`src/rtl/jpeg_stream_reader_if.sv`:
```
// rtl/jpeg_stream_reader_if.sv - byte input, bit window, consume and marker signals of the JPEG stream reader
interface jpeg_stream_reader_if #(
    parameter int WINDOW_WIDTH = 32,
    parameter int MAX_CONSUME  = 16
);
    logic [7:0]                          in_data;
    logic                                in_valid;
    logic                                in_ready;
    logic [WINDOW_WIDTH-1:0]             win_data;
    logic [$clog2(WINDOW_WIDTH+1)-1:0]   win_bits;
    logic                                consume_valid;
    logic [$clog2(MAX_CONSUME+1)-1:0]    consume_len;
    logic                                marker_valid;
    logic [7:0]                          marker_code;
    logic                                marker_ack;
    logic                                err;

    modport master (
        output in_data, in_valid, consume_valid, consume_len, marker_ack,
        input  in_ready, win_data, win_bits, marker_valid, marker_code, err
    );

    modport slave (
        input  in_data, in_valid, consume_valid, consume_len, marker_ack,
        output in_ready, win_data, win_bits, marker_valid, marker_code, err
    );
endinterface

```
`src/rtl/jpeg_stream_reader.sv`:
```
// rtl/jpeg_stream_reader.sv - JPEG entropy byte stream to left-aligned bit window; optional JPEG_STREAM_STATS_EN counters
module jpeg_stream_reader #(
    parameter int WINDOW_WIDTH = 32,
    parameter int MAX_CONSUME  = 16
) (
    input  logic                  clk,
    input  logic                  rst_n,
    jpeg_stream_reader_if.slave   bus
`ifdef JPEG_STREAM_STATS_EN
    ,
    output logic [31:0]           stat_bytes,
    output logic [15:0]           stat_stuffed
`endif
);
    localparam int BW = $clog2(WINDOW_WIDTH + 1);
    localparam int CW = $clog2(MAX_CONSUME + 1);

    typedef enum logic [1:0] {S_DATA, S_FF, S_MARKER} state_t;

    state_t                  state, state_n;
    logic [WINDOW_WIDTH-1:0] win_q, win_n, shifted;
    logic [BW-1:0]           bits_q, bits_n, rem_bits;
    logic                    in_ready_q, marker_valid_q, err_q;
    logic [7:0]              marker_code_q;
    logic                    accept, ack, consume_ok, bad_consume;
    logic                    append_en, marker_hit, stuffed;
    logic [7:0]              append_byte;
    logic [CW-1:0]           len;

    assign len              = bus.consume_len;
    assign bus.in_ready     = in_ready_q;
    assign bus.win_data     = win_q;
    assign bus.win_bits     = bits_q;
    assign bus.marker_valid = marker_valid_q;
    assign bus.marker_code  = marker_code_q;
    assign bus.err          = err_q;

    always_comb begin
        accept      = bus.in_valid && in_ready_q;
        ack         = bus.marker_ack && (state == S_MARKER);
        consume_ok  = bus.consume_valid && (len != '0) &&
                      (int'(len) <= MAX_CONSUME) && (int'(len) <= int'(bits_q));
        // An acked marker flushes the window, so a concurrent consume is moot rather than illegal
        bad_consume = bus.consume_valid && !consume_ok && !ack;

        shifted  = consume_ok ? (win_q << len) : win_q;
        rem_bits = consume_ok ? (bits_q - BW'(len)) : bits_q;

        state_n     = state;
        append_en   = 1'b0;
        append_byte = bus.in_data;
        marker_hit  = 1'b0;
        stuffed     = 1'b0;
        if (accept) begin
            case (state)
                S_DATA: begin
                    if (bus.in_data == 8'hFF) state_n = S_FF;
                    else                      append_en = 1'b1;
                end
                S_FF: begin
                    if (bus.in_data == 8'h00) begin
                        append_en   = 1'b1;
                        append_byte = 8'hFF;
                        stuffed     = 1'b1;
                        state_n     = S_DATA;
                    end else if (bus.in_data != 8'hFF) begin
                        marker_hit = 1'b1;
                        state_n    = S_MARKER;
                    end
                end
                default: ;
            endcase
        end

        // The new byte lands directly behind whatever bits survive this cycle's consume
        win_n  = shifted | (append_en ?
                 ({append_byte, {(WINDOW_WIDTH-8){1'b0}}} >> rem_bits) : '0);
        bits_n = rem_bits + (append_en ? BW'(8) : BW'(0));

        if (ack) begin
            win_n   = '0;
            bits_n  = '0;
            state_n = S_DATA;
        end
    end

    always_ff @(posedge clk or negedge rst_n) begin
        if (!rst_n) begin
            state          <= S_DATA;
            win_q          <= '0;
            bits_q         <= '0;
            in_ready_q     <= 1'b0;
            marker_valid_q <= 1'b0;
            marker_code_q  <= 8'h00;
            err_q          <= 1'b0;
        end else begin
            state      <= state_n;
            win_q      <= win_n;
            bits_q     <= bits_n;
            in_ready_q <= (state_n != S_MARKER) && (bits_n <= BW'(WINDOW_WIDTH - 8));
            if (marker_hit) begin
                marker_valid_q <= 1'b1;
                marker_code_q  <= bus.in_data;
            end else if (ack) begin
                marker_valid_q <= 1'b0;
            end
            if (bad_consume) err_q <= 1'b1;
        end
    end

`ifdef JPEG_STREAM_STATS_EN
    always_ff @(posedge clk or negedge rst_n) begin
        if (!rst_n) begin
            stat_bytes   <= '0;
            stat_stuffed <= '0;
        end else begin
            if (accept) stat_bytes <= stat_bytes + 32'd1;
            if (stuffed && (stat_stuffed != 16'hFFFF)) stat_stuffed <= stat_stuffed + 16'd1;
        end
    end
`endif
endmodule

```
`src/flat_wrapper.sv`:
```
// flat-port wrapper written by rule: the top's interface ports become plain ports
module jpeg_stream_reader_flat 
#(
    parameter int WINDOW_WIDTH = 32,
    parameter int MAX_CONSUME  = 16
)
  (clk, rst_n, bus_in_data, bus_in_valid, bus_consume_valid, bus_consume_len, bus_marker_ack, bus_in_ready, bus_win_data, bus_win_bits, bus_marker_valid, bus_marker_code, bus_err);
  jpeg_stream_reader_if #(.WINDOW_WIDTH(WINDOW_WIDTH), .MAX_CONSUME(MAX_CONSUME)) bus_i ();
  input  logic clk;
  input  logic rst_n;
  input wire logic [$bits(bus_i.in_data)-1:0] bus_in_data;
  input wire logic [$bits(bus_i.in_valid)-1:0] bus_in_valid;
  input wire logic [$bits(bus_i.consume_valid)-1:0] bus_consume_valid;
  input wire logic [$bits(bus_i.consume_len)-1:0] bus_consume_len;
  input wire logic [$bits(bus_i.marker_ack)-1:0] bus_marker_ack;
  output wire logic [$bits(bus_i.in_ready)-1:0] bus_in_ready;
  output wire logic [$bits(bus_i.win_data)-1:0] bus_win_data;
  output wire logic [$bits(bus_i.win_bits)-1:0] bus_win_bits;
  output wire logic [$bits(bus_i.marker_valid)-1:0] bus_marker_valid;
  output wire logic [$bits(bus_i.marker_code)-1:0] bus_marker_code;
  output wire logic [$bits(bus_i.err)-1:0] bus_err;
  assign bus_i.in_data = bus_in_data;
  assign bus_i.in_valid = bus_in_valid;
  assign bus_i.consume_valid = bus_consume_valid;
  assign bus_i.consume_len = bus_consume_len;
  assign bus_i.marker_ack = bus_marker_ack;
  assign bus_in_ready = bus_i.in_ready;
  assign bus_win_data = bus_i.win_data;
  assign bus_win_bits = bus_i.win_bits;
  assign bus_marker_valid = bus_i.marker_valid;
  assign bus_marker_code = bus_i.marker_code;
  assign bus_err = bus_i.err;
  jpeg_stream_reader #(.WINDOW_WIDTH(WINDOW_WIDTH), .MAX_CONSUME(MAX_CONSUME)) u_core (.clk(clk), .rst_n(rst_n), .bus(bus_i));
endmodule
```
`config.mk`:
```
export PLATFORM = sky130hd
export DESIGN_NAME = jpeg_stream_reader_flat
export DESIGN_NICKNAME = d
export VERILOG_FILES = /design/src/rtl/jpeg_stream_reader_if.sv /design/src/rtl/jpeg_stream_reader.sv /design/src/flat_wrapper.sv
export SDC_FILE = /design/constraint.sdc
export NUM_CORES = 1
export LEC_CHECK = 0
export BUFFER_PORTS_ARGS = -buffer_cell sky130_fd_sc_hd__buf_2
export CORE_MARGIN = 4
export CORE_UTILIZATION = 42
export DETAILED_ROUTE_END_ITERATION = 7
export PLACE_DENSITY = 0.72
export RECOVER_POWER = 25
export SLEW_MARGIN = 10
export SYNTH_ARGS = -nofsm -noshare
export SYNTH_HDL_FRONTEND = slang
export SYNTH_SLANG_ARGS = --single-unit
```
`constraint.sdc`:
```
create_clock -name clk -period 4.8 [get_ports clk]
set_clock_uncertainty 0.05 [all_clocks]
set_input_delay 0.48 -clock clk [delete_from_list [all_inputs] [get_ports clk]]
set_output_delay 0.48 -clock clk [all_outputs]
set_load 0.02 [all_outputs]
```
# --- Yosys cells after proc, flatten, opt, wreduce, memory -nomap -nowiden ---
# Index checks and enable logic that the tools add are counted.
word_totals:
  out_inout_bits: 49
  wordCells: 59
  regBits: 51
  in_bits: 18
classes:
  eq_ne: 5
  bitwise_logic: 1
  magnitude_cmp: 3
  n_mux: 25
  shifts: 2
  n_reduce_logical: 14
  add_sub_neg: 2
ops:
  columns: ["cell", "n"]
  rows:
  - ["$mux 32", 3]
  - ["$or 32x32->32", 1]
  - ["$shl 32x5->32", 1]
  - ["$shr 32x6->32", 1]
  - ["$mux 8", 3]
  - ["$mux 6", 2]
  - ["$mux 2", 5]
  - ["$mux 1", 9]
  - ["$eq 8x8->1 const B", 1]
  - ["$logic_and 1x1->1", 8]
  - ["$logic_not 8->1", 1]
  - ["$ne 8x8->1 const B", 1]
  - ["$add 6x6->6", 1]
  - ["$le 5x6->1", 1]
  - ["$le 6x5->1 const B", 1]
  - ["$sub 6x5->6", 1]
  - ["$le 5x5->1 const B", 1]
  - ["$reduce_bool 5->1", 1]
  - ["$mux 4", 1]
  - ["$pmux 2 s2", 1]
  - ["$eq 2x1->1 const B", 1]
  - ["$eq 2x2->1 const B", 1]
  - ["$logic_not 1->1", 2]
  - ["$logic_not 2->1", 1]
  - ["other kinds (3)", 3]

# --- Logic depth before layout (Yosys ltp) ---
# Gate-level depths: netlist of run 1.
depth:
  ltp_word: 9
  depth_mapped: 17
  depth_no_buf: 15

# --- Least setup slack after synthesis of run 1 ---
# No wires, ideal clock.
synth_path:
  path_kind: "input to register"
  startpoint: "in bus_consume_len[1]"
  endpoint: "reg u_core.win_q[22] (netlist: u_core.bus.win_data[22])"
  required_ps: 4621
  path_buffers: 5
  setup_ps: 129
  setup_slack_ps: 822
  stages: 14
  arrival_ps: 3799
  path_cell_list: "buf_6 -> clkbuf_1 -> clkbuf_1 -> inv_1 -> fa_1 -> a21oi_1 -> o21a_1 -> a21o_1 -> buf_2 -> mux2i_4 -> buf_4 -> mux2_2 -> a2111oi_2 -> nor2_1"
synth_via:
  elab_chain_cells: 9
  word_cells_on_any_way: 14
  cone_classes: "add/sub: 1; order compare: 2; shift: 2; mux: 4; bitwise: 1; reduce/logical: 4"
synth_lines:
  columns: ["element", "line_no", "source"]
  rows:
  - ["start: declaration", "flat_wrapper.sv:14", "input wire logic [$bits(bus_i.consume_len)-1:0] bus_consume_len;"]
  - ["branches (longest 7 deep; another with $le 5x5->1)", null, null]
  - ["$or 32x32->32 (*)", "jpeg_stream_reader.sv:76", "win_n = shifted | (append_en ?"]
  - ["$mux 32 (*)", "jpeg_stream_reader.sv:80", "if (ack) begin"]
  - ["net u_core.win_n[22]", "jpeg_stream_reader.sv:21", "logic [WINDOW_WIDTH-1:0] win_q, win_n, shifted;"]
  - ["end signal: assignment", "jpeg_stream_reader.sv:98", "win_q <= win_n;"]
  - ["end: declaration", "jpeg_stream_reader.sv:21", null]
# Mark *: on every way through the listed nets, which the timed path passes.
# A chain may end at the register's enable or synchronous reset.

# --- Worst setup path in the final report of run 1 ---
layout_path:
  startpoint: "reg u_core.bits_q[0] (netlist: u_core.bus.win_bits[0])"
  endpoint: "reg u_core.win_q[3] (netlist: u_core.bus.win_data[3])"
layout_via:
  elab_chain_cells: 7
  word_cells_on_any_way: 9
  cone_classes: "add/sub: 1; order compare: 1; shift: 1; mux: 4; bitwise: 1; reduce/logical: 1"
layout_lines:
  columns: ["element", "line_no", "source"]
  rows:
  - ["start: declaration", "jpeg_stream_reader.sv:22", "logic [BW-1:0] bits_q, bits_n, rem_bits;"]
  - ["start signal: assignment", "jpeg_stream_reader.sv:99", "bits_q <= bits_n;"]
  - ["$le 5x6->1", "jpeg_stream_reader.sv:42", "(int'(len) <= MAX_CONSUME) && (int'(len) <= int'(bits_q));"]
  - ["$logic_and 1x1->1", "jpeg_stream_reader.sv:42", null]
  - ["$mux 6", "jpeg_stream_reader.sv:47", "rem_bits = consume_ok ? (bits_q - BW'(len)) : bits_q;"]
  - ["$shr 32x6->32", "jpeg_stream_reader.sv:77", "({append_byte, {(WINDOW_WIDTH-8){1'b0}}} >> rem_bits) : '0);"]
  - ["$mux 32", "jpeg_stream_reader.sv:76", null]
  - ["$or 32x32->32 (*)", "jpeg_stream_reader.sv:76", null]
  - ["$mux 32 (*)", "jpeg_stream_reader.sv:80", null]
  - ["net u_core.win_n[3]", "jpeg_stream_reader.sv:21", null]
# Mark *: on every way through the listed nets, which the timed path passes. The rest lies on a longest branch.

==> results of run 1 <==
[where the power goes]
group / leakage [nW] / switching [mW] / internal (mW)
Sequential: 0.660 / 0.256 / 0.575
Clock: 0.0759 / 0.173 / 0.199
Combinational: 1.59 / 1.29 / 0.873
Total: 2.33 / 1.72 / 1.65
[area by class of cell]
cell class / instances / area [um^2]
Tap cell: 140 / 175
Multi-Input combinational cell: 440 / 3330
Clock buffer: 5 / 125
Timing Repair Buffer: 80 / 432
Fill cell: 1048 / 5620
Sequential cell: 51 / 1280
Inverter: 11 / 41.3
Clock inverter: 3 / 28.8
[sequential cells by signal (all words and copies together) (netlist names)]
name and cells:
u_core.bus.win_data 32, u_core.bus.marker_code 8, u_core.bus.win_bits 6, u_core.state 2, u_core.bus.err 1, u_core.bus.in_ready 1, u_core.bus.marker_valid 1
[metrics by stage]
step	hold slack (ns)	std cells	utilization	cell area, um^2	setup slack (ns)
CTS	0.271	730	0.491	5410	1.20
floorplan	0.134	541	-	4810	0.822
global route	0.413	730	0.490	5410	0.911
detailed placement	0.406	722	0.477	5260	0.978
finish	0.393	730	0.490	5410	1.17
global placement	0.395	722	0.477	5260	1.09
[layer usage]
metal  vias up  GRT usage
met5         -          0
met3        36     0.0395
met4         0     0.0571
li1       2161          -
met2       247      0.404
met1      2339      0.339
[cell usage after synthesis (all sizes together), types with 3 or more instances]
master   count  area share
nand2       71       0.055
nor2        53       0.044
dfrtp       51        0.27
a21oi       47       0.050
o21ai       33       0.034
mux4        29        0.14
mux2        25       0.059
mux2i       23       0.050
clkbuf      22       0.017
buf         17       0.018
nor3        16       0.018
o22ai       14       0.018
a211oi      11       0.020
inv         10      0.0078
a31oi        8       0.010
and3         8       0.011
ha           7       0.018
nand3        7      0.0073
nor4         6       0.011
o31ai        6       0.010
a21o         5      0.0078
and2         5      0.0065
a2111oi      4      0.0099
a22o         4      0.0091
a22oi        4      0.0062
nor2b        4      0.0052
o211ai       4      0.0062
o21a         4      0.0062
a311oi       3      0.0055
a31o         3      0.0055
nand4        3      0.0039
or2          3      0.0044
[worst max-delay path by stage]
stage / endpoint / cells after the start / from / slack, ns
floorplan: u_core.bus.win_data[22] / 14 / bus_consume_len[1] / 0.82
global placement: u_core.bus.win_data[22] / 10 / bus_consume_len[2] / 1.09
detailed placement: u_core.bus.win_data[6] / 10 / bus_consume_len[2] / 0.98
CTS: u_core.bus.win_data[6] / 12 / u_core.bus.win_bits[0] / 1.20
global route: u_core.bus.win_data[22] / 11 / u_core.bus.win_bits[0] / 0.91
finish: u_core.bus.win_data[3] / 12 / u_core.bus.win_bits[0] / 1.17
[worst max-delay path, cell delays in order (launching register included)]
cell and delay (ns):
dfrtp_1 0.43, inv_1 0.11, ha_1 0.17, inv_1 0.05, fa_1 0.42, a21oi_1 0.21, o21a_1 0.28, a21o_1 0.38
mux2i_4 0.53, a221o_1 0.31, nor3_1 0.08, o31ai_1 0.36, a21oi_1 0.12
[cells by family after synthesis]
kind of cell	count (synthesis)	share of synthesized area
mux	77	0.247
fa+ha+maj	8	0.0224
compound gates	169	0.237
flops	51	0.265
buf+inv	50	0.0442
simple gates	183	0.178
xor+xnor	3	0.00546
==> results.sh, run 1 <==
export IMPL_status="complete, but fails checks"
export IMPL_violations="max-capacitance violations, max-slew violations"
export IMPL_period_needed_ns=3.63
export IMPL_path_clk_slew_ns=0.08
export IMPL_wl_met3_um=1380
export IMPL_worstHoldStart="bus_consume_valid"
export IMPL_num_rows=38
export IMPL_nets=615
export IMPL_synth_area_um2=4810
export IMPL_period_share=0.757
export IMPL_synth_cells=541
export IMPL_crit_path_start_kind="register"
export IMPL_cp_end_kind="register"
export IMPL_cts_resized=0
export IMPL_rsz0062_at_grt="no"
export IMPL_r2r_start="u_core.bus.win_bits[0]"
export IMPL_vias=4783
export IMPL_cts_setup_buffers=0
export IMPL_wl_um=16300
export IMPL_place_hpwl_um=12100
export IMPL_clock_path_buffers=2
export IMPL_power_density_nw_per_um2=623
export IMPL_first_pass_iters=5
export IMPL_reg2reg_to="u_core.bus.win_data[3]"
export IMPL_power_mw=3.37
export IMPL_final_common_cell="nand2_1"
export IMPL_wl_met1_um=6800
export IMPL_diodes=0
export IMPL_numCtsBuffers=5
export IMPL_overflow=0
export IMPL_worst_pin_slew_ns=2.76
export IMPL_finalSetupViolCount=0
export IMPL_hold_viol=0
export IMPL_drtAntennaViolNets=0
export IMPL_die_w_um=115
export IMPL_syn2layout_area_growth_pct=12.4
export IMPL_timing_reg2reg_setup_slack_ns=1.17
export IMPL_cts_tree="done"
export IMPL_root_buffer="clkbuf_16"
export IMPL_cp_required_ns=4.92
export IMPL_viasPerCell=6.55
export IMPL_slew_violations=52
export IMPL_initial_core_util=0.436
export IMPL_layout_drive_gt1_share=0.278
export IMPL_first_global_vias=4609
export IMPL_syn_num_nets=567
export IMPL_yosysWarnings=0
export IMPL_top_layer="met4"
export IMPL_whs_path_depth=2
export IMPL_clk_latency_ns=0.29
export IMPL_synth_ff_type="dfrtp_1"
export IMPL_port_buffers=66
export IMPL_routedWlPerCell_um=22.4
export IMPL_dieArea_um2=13200
export IMPL_fin_setup_tns_ns=0
export IMPL_antenna_found_initial=0
export IMPL_grtUsageTotal=0.245
export IMPL_die_y_um=115
export IMPL_drt_iter0_drc=645
export IMPL_synth_edf_count=0
export IMPL_grt_max_degree=52
export IMPL_irDropWorstVdd_mv=0.307
export IMPL_syn_avg_cell_area_um2=8.89
export IMPL_io_pins=67
export IMPL_min_to="u_core.bus.err"
export IMPL_worstSetupPathType="register to register"
export IMPL_fmax_mhz=275
export IMPL_gp_congestion=0.908
export IMPL_path_max_fanout=13
export IMPL_ys_types=76
export IMPL_slew_headroom=-0.841
export IMPL_core_um2=11000
export IMPL_wl_met2_um=7790
export IMPL_critical_path_arrival_ns=3.76
export IMPL_drc=0
export IMPL_p_leak_nw=2.33
export IMPL_grt_pass1_wl_um=25700
export IMPL_ys_seq_elements=51
export IMPL_htree_levels=2
export IMPL_postCtsHoldBufs=0
export IMPL_cts_sinks=51
export IMPL_maxCapViolations=1
export IMPL_hold_class="input port to register"
export IMPL_postSynth_asyncResetShare=1.00
export IMPL_final_cell_mix="nand2_1 (71), buf_2 (66), dfrtp_1 (51), nor2_1 (50), a21oi_1 (46)"
export IMPL_synth_sequential_area_ratio=0.265
export IMPL_r2r_worst_path_cells=12
Note: power is estimated with default switching activity, not from simulation.
==> run 2, diff against run 1 <==
--- a/config.mk
+++ b/config.mk
@@ -5,11 +5,12 @@
 export SDC_FILE = /design/constraint.sdc
 export NUM_CORES = 1
 export LEC_CHECK = 0
+export ABC_AREA = 1
 export BUFFER_PORTS_ARGS = -buffer_cell sky130_fd_sc_hd__buf_2
 export CORE_MARGIN = 4
 export CORE_UTILIZATION = 42
 export DETAILED_ROUTE_END_ITERATION = 7
-export PLACE_DENSITY = 0.72
+export PLACE_DENSITY = 0.73
 export RECOVER_POWER = 25
 export SLEW_MARGIN = 10
 export SYNTH_ARGS = -nofsm -noshare
==> constraint.sdc (replaced) <==
create_clock -name clk -period 3.7 [get_ports clk]
set_clock_uncertainty 0.05 [all_clocks]
set_input_delay 0.37 -clock clk [delete_from_list [all_inputs] [get_ports clk]]
set_output_delay 0.37 -clock clk [all_outputs]
set_load 0.02 [all_outputs]
==> run 2 against run 1 <==
  * The flow now finishes without violations
  * Register-to-register slack got worse by 0.72 ns
  * Clock power rose by 11%
  * Power fell by 5.9%
  * Synthesized area fell by 2.2%
  * Critical path depth rose by 8
  * Fmax rose by 12%
  * Hold slack got worse by 0.095 ns
  * First-iteration DRC count fell by 4.3%
  * Die area fell by 2.1%
  * Cell count rose by 28%
  * Sequential share of layout area rose by 0.88 points
  * Sequential power rose by 2%
  * Critical path type unchanged
==> results.sh, run 2 <==
export IMPL_whs_ns=0.299
export IMPL_cts_setup_buffers=0
export IMPL_synth_ff_type="dfrtp_1"
export IMPL_largest_register_ffs=32
export IMPL_finalSetupViolCount=0
export IMPL_slew_violations=0
export IMPL_first_global_vias=4733
export IMPL_num_rows=38
export IMPL_yosysTopAreaCellShare=0.271
export IMPL_fin_setup_tns_ns=0
export IMPL_final_common_cell="nand2_1"
export IMPL_dieArea_um2=13000
export IMPL_postSynth_asyncResetShare=1.00
export IMPL_synth_edf_count=0
export IMPL_grt_pass1_wl_um=24200
export IMPL_io_pins=67
export IMPL_yosysMostFrequentCell="nand2_1"
export IMPL_vias=5260
export IMPL_initial_core_util=0.432
export IMPL_period_needed_ns=3.25
export IMPL_status="finished, final reports clean"
export IMPL_root_buffer="clkbuf_8"
export IMPL_fmax_mhz=307
export IMPL_worstSetupPathType="register to register"
export IMPL_hold_viol=0
export IMPL_final_cell_mix="nand2_1 (209), o21ai_0 (83), nand3_1 (80), inv_1 (72), a21oi_1 (55)"
export IMPL_synth_area_um2=4700
export IMPL_cp_end_kind="register"
export IMPL_numCtsBuffers=5
export IMPL_drc=0
export IMPL_die_w_um=114
export IMPL_maxCapViolations=0
export IMPL_synth_common_cells="nand2_1 (209), o21ai_0 (83), nand3_1 (80)"
export IMPL_antenna_found_initial=0
export IMPL_syn_num_nets=777
export IMPL_drtAntennaViolNets=0
export IMPL_synth_cells=751
export IMPL_nets=823
export IMPL_crit_path_frequent_cell="inv_1"
export IMPL_cp_slowest_cell="dfrtp_1"
export IMPL_htree_levels=2
export IMPL_syn_avg_cell_area_um2=6.26
export IMPL_irDropWorstVdd_mv=0.237
export IMPL_yosysWarnings=0
export IMPL_ys_types=44
export IMPL_viasPerCell=5.61
export IMPL_cts_tree="done"
export IMPL_yosys_area_top_type="dfrtp_1"
export IMPL_slew_headroom=0.403
export IMPL_worst_pin_slew_ns=0.895
export IMPL_crit_chain="inv_1, ha_1, inv_1, fa_1, inv_1, nand2_1, nand3_1, nand3_1, nand2_4, inv_4, or2_1, o21ai_2, inv_2, ha_1, ha_1, nand2_1, inv_1, nand2_1, o22ai_1, nor2_1"
export IMPL_gp_congestion=1.02
export IMPL_cts_resized=0
export IMPL_critPathBufInv=6
export IMPL_rsz0062_at_grt="no"
export IMPL_critPathTopFamily="adder cells"
export IMPL_port_buffers=66
export IMPL_grtUsageTotal=0.232
export IMPL_crit_path_start_kind="register"
export IMPL_period_share=0.880
export IMPL_clk_latency_ns=0.31
export IMPL_power_density_nw_per_um2=608
export IMPL_crit_path_max_incr_delay_ns=0.42
export IMPL_place_hpwl_um=11700
export IMPL_syn2layout_area_growth_pct=10.9
export IMPL_core_um2=10900
export IMPL_wl_um=14900
export IMPL_path_max_fanout=18
export IMPL_ys_seq_elements=51
export IMPL_final_area_um2=5220
export IMPL_hold_class="input port to register"
export IMPL_p_leak_nw=2.48
export IMPL_grt_max_degree=66
export IMPL_cts_sinks=51
export IMPL_path_clk_slew_ns=0.10
export IMPL_die_y_um=114
export IMPL_drt_iter0_drc=617
export IMPL_overflow=0
export IMPL_first_pass_iters=5
export IMPL_critical_path_arrival_ns=3.41
export IMPL_routedWlPerCell_um=15.8
export IMPL_diodes=0
export IMPL_power_mw=3.17
export IMPL_clock_path_buffers=2
export IMPL_layout_drive_gt1_share=0.120
export IMPL_cp_required_ns=3.85
export IMPL_synth_sequential_area_ratio=0.271
export IMPL_placed_area_um2=5110
export IMPL_yosys_top_cells_area="dfrtp_1 (27%), nand2_1 (17%), o21ai_0 (8.8%)"
==> run 2: area by class of cell <==
| type | instances | area (um^2) |
|---|---|---|
| clock buffers | 6 | 82.6 |
| multi-input cells | 578 | 2930 |
| inverters | 82 | 310 |
| repair buffers | 79 | 404 |
| fillers | 1188 | 5670 |
| clock inverters | 2 | 38.8 |
| well taps | 140 | 175 |
| flip-flops and latches | 51 | 1280 |
==> run 2: path summary, 6_finish.rpt <==
check / start / to / slack (ns) / depth (start not counted)
setup / recovery: u_core.bus.win_bits[0] / u_core.bus.in_ready / 0.45 / 20
hold / removal: bus_consume_valid / u_core.bus.err / 0.30 / 2
setup reg to reg: u_core.bus.win_bits[0] / u_core.bus.in_ready / 0.45 / 20
hold reg to reg: u_core.bus.err / u_core.bus.err / 0.44 / 1
max in group asynchronous: rst_n / u_core.bus.win_data[20] / 1.96 / 3
min in group asynchronous: rst_n / u_core.bus.win_data[8] / 0.66 / 2
==> run 2: routing by layer <==
layer | up-vias | track usage | share of wire
met5 | - | 0 | 0
met2 | 217 | 0.364 | 0.44
met3 | 39 | 0.0318 | 0.078
met4 | 0 | 0.0808 | 0.036
met1 | 2403 | 0.328 | 0.44
li1 | 2601 | - | -
==> run 2: kinds of logic after synthesis <==
group | Yosys count | synth area share
multiplexers | 16 | 0.0340
AND/OR/NAND/NOR | 365 | 0.337
XOR/XNOR | 3 | 0.00559
adder cells (fa/ha/maj) | 8 | 0.0229
buffers and inverters | 122 | 0.106
flip-flops | 51 | 0.271
AO/OA/AOI/OAI | 186 | 0.223
==> run 2: stage by stage <==
step | std cells | util | setup slack [ns]
global route | 938 | 0.479 | 0.156
detailed placement | 929 | 0.469 | 0.475
floorplan | 751 | - | 0.563
finish | 938 | 0.479 | 0.445
CTS | 938 | 0.481 | 0.461
global placement | 929 | 0.469 | 0.549
==> run 2: power breakdown <==
part	switching, mW	internal (mW)	leakage (nW)
clock network	0.192	0.223	0.0618
registers	0.159	0.688	0.651
logic	1.32	0.593	1.77
==> run 2: repair_timing <==
action                                  4_1_cts  5_1_grt
hold buffers                                  1        0
endpoints found under the setup margin        0        0
endpoints found under the hold margin        16        0
